`config.mk`:
```
export PLATFORM = sky130hd
export DESIGN_NAME = crc32_byte
export DESIGN_NICKNAME = d
export VERILOG_FILES = /design/src/rtl/gmii_pkg.sv /design/src/rtl/crc32_byte.sv
export SDC_FILE = /design/constraint.sdc
export NUM_CORES = 1
export LEC_CHECK = 0
export CORE_ASPECT_RATIO = 1.4
export CORE_MARGIN = 8
export CORE_UTILIZATION = 32
export DETAILED_ROUTE_END_ITERATION = 10
export GPL_TIMING_DRIVEN = 0
export PLACE_DENSITY_LB_ADDON = 0.08
export SLEW_MARGIN = 20
export SYNTH_ARGS = -nofsm -noshare
export SYNTH_HDL_FRONTEND = slang
export SYNTH_SLANG_ARGS = --single-unit
```
`constraint.sdc`:
```
create_clock -name vclk -period 3.36
set_clock_uncertainty 0.2 [all_clocks]
set_input_delay 1.008 -clock vclk [all_inputs]
set_output_delay 1.008 -clock vclk [all_outputs]
set_load 0.005 [all_outputs]
```
`src/rtl/gmii_pkg.sv`:
```
// Shared definitions for the GMII transmit checker: FSM encoding, error bit
// positions, CRC-32 constants and preamble/SFD byte values.
package gmii_pkg;

  typedef enum logic [1:0] {
    ST_IDLE = 2'd0,
    ST_PRE  = 2'd1,
    ST_BODY = 2'd2,
    ST_GAP  = 2'd3
  } state_e;

  localparam int ERR_CRC   = 0;
  localparam int ERR_PRE   = 1;
  localparam int ERR_RUNT  = 2;
  localparam int ERR_GIANT = 3;
  localparam int ERR_IFG   = 4;
  localparam int ERR_ABORT = 5;
  localparam int ERR_W     = 6;

  localparam logic [31:0] CRC_POLY_R  = 32'hEDB88320;
  localparam logic [31:0] CRC_RESIDUE = 32'hDEBB20E3;
  localparam logic [31:0] CRC_INIT    = 32'hFFFFFFFF;

  localparam logic [7:0] SFD      = 8'hD5;
  localparam logic [7:0] PRE_BYTE = 8'h55;

  function automatic logic [15:0] sat_inc16(input logic [15:0] v);
    return (v == 16'hFFFF) ? v : v + 16'd1;
  endfunction

  function automatic logic [7:0] sat_inc8(input logic [7:0] v);
    return (v == 8'hFF) ? v : v + 8'd1;
  endfunction

endpackage

```
`src/rtl/crc32_byte.sv`:
```
// Combinational reflected CRC-32 update over one byte, LSB first.
// Shared between the tx and rx checkers.
module crc32_byte
  import gmii_pkg::*;
(
  input  logic [31:0] crc_i,
  input  logic [7:0]  data_i,
  output logic [31:0] crc_o
);

  logic [31:0] c;

  // NOTE: blocking assignments here are deliberate; each loop iteration
  // consumes the value produced by the previous one within the same pass.
  always_comb begin
    c = crc_i ^ {24'h0, data_i};
    for (int i = 0; i < 8; i++) begin
      c = c[0] ? ((c >> 1) ^ CRC_POLY_R) : (c >> 1);
    end
    crc_o = c;
  end

endmodule

```
==> impl_metrics.toml, run 1 <==
[grt]
grt.overflow.total = 0
grt_pass1_vias = 1222
antenna_found_initial = 1
grt_pass1_wl_um = 6670
grt_usage_pct = 18.0
grt_max_degree = 6

[placement]
port_buffers = 72
dp_worst_setup_slack_ns = -1.17
place_inst = 176
dpl.hpwl_um = 2510
place.gp.congestion = 0.687

[routing]
route.detailed.drc = 0
vias = 1171
viasPerCell = 4.74
wl_um = 7150
drt-pass1-iter-count = 4
wire_per_inst_um = 28.9
ant_nets = 0
drt_iter0_markers = 72

[logic_synthesis]
synth_area_leader_cell = "xnor2_1"
syn-num-nets = 107
synthTopCellsByCount = "xnor2_1 (30), xnor3_1 (10), xor2_1 (9)"
netlist_instances = 67
syn_area_um2 = 925
synth_warnings = 0
synth.distinct_cells = 10
syn_area_per_cell_um2 = 13.8
yosysMostFrequentCell = "xnor2_1"
ys_seq_area_share_pct = 0
synth.area.top_cells = "xnor2_1 (28%), xnor3_1 (24%), xor3_1 (13%), xnor2_2 (11%), xor2_1 (8.5%)"
synth_top_area_share_pct = 28.4

[die]
rows = 23
dieArea_um2 = 4890
core_area_um2 = 2820
initial_core_util_pct = 32.8
die-height_um = 79.6
ioPinCount = 72
die_x_um = 61.4

[worst_setup_path]
required_ns = 2.15
critPathArrivalTime_ns = 2.45
startpoint_type = "input pin"
end_kind = "output pin"
critPathKind = "in -> out"
critPathMaxFanout = 3

[timing]
finalSetupViolations = 24
rsz0062_at_grt = "yes"
worst_pin_slew_ns = 0.347
final_hold_viol_count = 0
period_needed_ns = 3.65
finalSetupTns_ns = -4.05
period_share_pct = 109
relSlewSlack_pct = 76.7
worst_slack_ns = -0.294
drv_slew = 0
fmax_ghz = 0.274

[power_and_ir_drop]
leakage_nw = 1.32
p_sw_mw = 0.452
p_seq_share_pct = 0
clkPwrFrac_pct = 0
switching_share_pct = 40.5
p_int_mw = 0.665
vdd_ir_drop_max_v = 0.000293
pwr-share-comb_pct = 100.0
power.density_nw_per_um2 = 415
total_power_mw = 1.12

[finish]
layout-drive-gt1-share_pct = 69.9
stdcell_count = 247
nets = 251
n_clock_buffer = 0
area_growth_syn_to_layout_pct = 191
seq_area_um2 = 0
final_core_util_pct = 95.3
seq_cell_count = 0

[hold_path]
hp-class = "in -> out"
hold_path_end = "crc_o[31]"
hold_depth = 6
min_from = "crc_i[1]"

[clock_network]
ctsHoldBuffers = 0

[run]
max-cap-violations = 0

[status]
outcome = "complete, but fails checks"
violations = "negative setup slack"
==> worst max-delay path, cell delays in order <==
cell and delay, ns:
buf_8 0.10, xnor2_4 0.25, buf_6 0.14, xnor3_2 0.35, xnor3_1 0.45, buf_2 0.15
==> area by class of cell <==
class	instances	area, um^2
Inverter	1	3.75
Fill cell	67	133
Tap cell	37	46.3
Multi-Input combinational cell	66	1260
Timing Repair Buffer	142	1370
Antenna cell	1	2.50
==> cells by family (layout without fill, tap and decap cells) <==
kind of cell / after synthesis / after routing / share of synthesized area (%)
XOR/XNOR: 66 / 66 / 99.6
other: 0 / 1 / 0
buffers and inverters: 1 / 143 / 0.406
==> placed cells by master (no fill, tap or decap) <==
master / synthesis / final
buf_6: 0 / 49
buf_2: 0 / 27
buf_4: 0 / 25
clkdlybuf4s50_1: 0 / 23
xnor2_4: 2 / 15
xnor2_1: 30 / 15
xnor3_1: 10 / 9
xnor2_2: 6 / 8
buf_8: 0 / 6
buf_12: 0 / 6
xor3_1: 5 / 5
dlygate4sd2_1: 0 / 5
xor2_4: 0 / 4
xor2_1: 9 / 4
xor2_2: 2 / 3
xnor3_2: 1 / 2
diode_2: 0 / 1
inv_1: 1 / 1
xnor3_4: 1 / 1
dlymetal6s2s_1: 0 / 1
==> power by group through the flow <==
stage	combinational [mW]	sequential (mW)	clock [mW]
2_1_floorplan	0.363	0	0
3_3_place_gp	0.759	0	0
3_5_place_dp	0.778	0	0
4_1_cts	0.921	0	0
5_1_grt	1.15	0	0.0000000398
6_report	1.12	0	0.0000000398
==> stage by stage <==
| stage | area (um^2) | hold slack (ns) |
|---|---|---|
| 2_1_floorplan | 947 | 1.88 |
| 3_5_place_dp | 1710 | 2.80 |
| 6_report | 2690 | 2.48 |
| 3_3_place_gp | 1710 | 2.79 |
| 5_1_grt | 2690 | 2.51 |
| 4_1_cts | 2440 | 2.41 |
==> worst max path at each step <==
stage               startpoint   endpoint  slack (ns)
finish                crc_i[6]  crc_o[26]       -0.29
detailed placement   data_i[1]  crc_o[26]       -1.17
CTS                   crc_i[2]  crc_o[24]       -0.20
global placement     data_i[1]  crc_o[26]       -1.14
global route          crc_i[6]  crc_o[18]       -0.31
floorplan            data_i[2]  crc_o[25]       0.004
==> routing by layer <==
metal	up-vias	part of all wire (%)	wire length (um)	GRT usage (%)
met5	-	0	0	0
met4	0	6.5	465	2.75
met3	27	8.7	622	3.55
met2	85	52	3720	34.6
met1	555	33	2350	19.2
li1	504	-	-	-
==> what timing repair did <==
item,CTS,global route
gates resized for setup,244,51
pin swaps,35,17
setup buffers,59,18
cloned,0,0
setup endpoints to repair,32,25
Power figures use the tool's default switching activity.
==> inputs of run 2 (changes only) <==
--- a/config.mk
+++ b/config.mk
@@ -11,6 +11,7 @@
 export DETAILED_ROUTE_END_ITERATION = 10
 export GPL_TIMING_DRIVEN = 0
 export PLACE_DENSITY_LB_ADDON = 0.08
+export REMOVE_ABC_BUFFERS = 1
 export SLEW_MARGIN = 20
 export SYNTH_ARGS = -nofsm -noshare
 export SYNTH_HDL_FRONTEND = slang
==> impl_metrics.toml, run 2 (synthesis results as in run 1) <==
[routing]
drt-pass1-iter-count = 4
vias = 1117
wire_per_inst_um = 24.8
wl_um = 5990
route.detailed.drc = 0
drt_iter0_markers = 35
viasPerCell = 4.63
ant_nets = 0

[timing]
relSlewSlack_pct = 77.4
rsz0062_at_grt = "yes"
drv_slew = 0
fmax_ghz = 0.277
period_needed_ns = 3.61
period_share_pct = 107
worst_pin_slew_ns = 0.339
whs_ns = 2.34
worst_slack_ns = -0.249
finalSetupViolations = 23
final_hold_viol_count = 0

[status]
outcome = "complete, but fails checks"
violations = "negative setup slack"

[finish]
nets = 246
final_cell_mix = "buf_6 (38), buf_2 (27), buf_4 (27)"
stdcell_count = 241
fill_cells = 80
area_growth_syn_to_layout_pct = 187
layout-drive-gt1-share_pct = 71.6
seq_cell_count = 0
seq_area_um2 = 0
n_antenna_cell = 0
n_clock_buffer = 0
final_common_cell = "buf_6"

[power_and_ir_drop]
p_sw_mw = 0.417
clkPwrFrac_pct = 0
power.density_nw_per_um2 = 405
p_seq_share_pct = 0
leakage_nw = 1.29
switching_share_pct = 38.8
p_int_mw = 0.658
pwr-share-comb_pct = 100.0
vdd_ir_drop_max_v = 0.000327

[hold_path]
hp-class = "in -> out"
hold_path_end = "crc_o[10]"
min_from = "data_i[2]"
hold_depth = 4

[worst_setup_path]
critPathKind = "in -> out"
critPathMaxFanout = 4
crit_top_cell = "buf_2"
crit_chain = "buf_2, xnor2_4, buf_4, xor2_4, buf_6, xnor3_1, buf_2"
critical_path_buf_inv_count = 4
critPathArrivalTime_ns = 2.40
end_kind = "output pin"
slowest_stage = "xnor3_1"
required_ns = 2.15
startpoint_type = "input pin"
crit_family = "XOR/XNOR gates"
cp.depth = 7
cp_slowest_stage_delay_ns = 0.38

[grt]
grt_usage_pct = 16.6
grt_pass1_wl_um = 6230
antenna_found_initial = 0
grt.overflow.total = 0
grt_pass1_vias = 1200
grt_max_degree = 6

[placement]
place_inst = 176
place.gp.congestion = 0.641
dp_worst_setup_slack_ns = -1.18
port_buffers = 72
dpl.hpwl_um = 2360

[die]
ioPinCount = 72
initial_core_util_pct = 32.8
rows = 23
die-height_um = 79.6
dieArea_um2 = 4890
core_area_um2 = 2820
die_x_um = 61.4

[run]
max-cap-violations = 0
[run 2: cell types whose count changed in the layout (fill, tap and decap cells not counted), sizes merged]
cell	previous run	this run
buf	113	107
clkbuf	0	2
dlygate4sd2	5	3
clkdlybuf4s15	0	1
diode	1	0
[run 2: worst max path at each step]
stage | startpoint | end | slack [ns]
4_1_cts | crc_i[5] | crc_o[18] | -0.13
3_5_place_dp | crc_i[2] | crc_o[24] | -1.18
5_1_grt | crc_i[0] | crc_o[18] | -0.28
6_report | crc_i[0] | crc_o[18] | -0.25
2_1_floorplan | data_i[4] | crc_o[24] | -0.09
3_3_place_gp | crc_i[2] | crc_o[24] | -1.19
[run 2: final cells by class]
| type | instances | area, um^2 | area share [%] |
|---|---|---|---|
| inverters | 1 | 3.75 | 0.141 |
| multi-input cells | 66 | 1310 | 49.2 |
| well taps | 37 | 46.3 | 1.74 |
| repair buffers | 137 | 1300 | 49.0 |
[run 2: per-stage QoR]
| stage | TNS, ns | cell area [um^2] | util, % | total power [mW] |
|---|---|---|---|---|
| after floorplan | -0.117 | 925 | - | 0.363 |
| after global placement | -27.29 | 1690 | 60.0 | 0.759 |
| after detailed placement | -27.76 | 1690 | 60.0 | 0.767 |
| after CTS | -0.926 | 2370 | 84.1 | 0.893 |
| after global routing | -3.91 | 2660 | 94.1 | 1.12 |
| final | -3.09 | 2660 | 94.1 | 1.07 |
[run 2: layer usage]
metal  track usage (%)  wire length, um
met5                 0                0
met4              2.52              417
met3              3.23              481
met2              31.6             3210
met1              18.1             1880
[run 2: what timing repair did]
action / CTS / global route
endpoints found under the setup margin: 32 / 27
pin swaps: 34 / 25
hold buffers: 0 / 0
gates cloned: 0 / 0
gates resized for setup: 250 / 51
buffers inserted: 47 / 21
[run 2: power groups by stage]
stage / combinational, mW / sequential (mW) / clock (mW)
2_1_floorplan: 0.363 / 0 / 0
3_3_place_gp: 0.759 / 0 / 0
3_5_place_dp: 0.767 / 0 / 0
4_1_cts: 0.893 / 0 / 0
5_1_grt: 1.12 / 0 / 0
6_report: 1.07 / 0 / 0
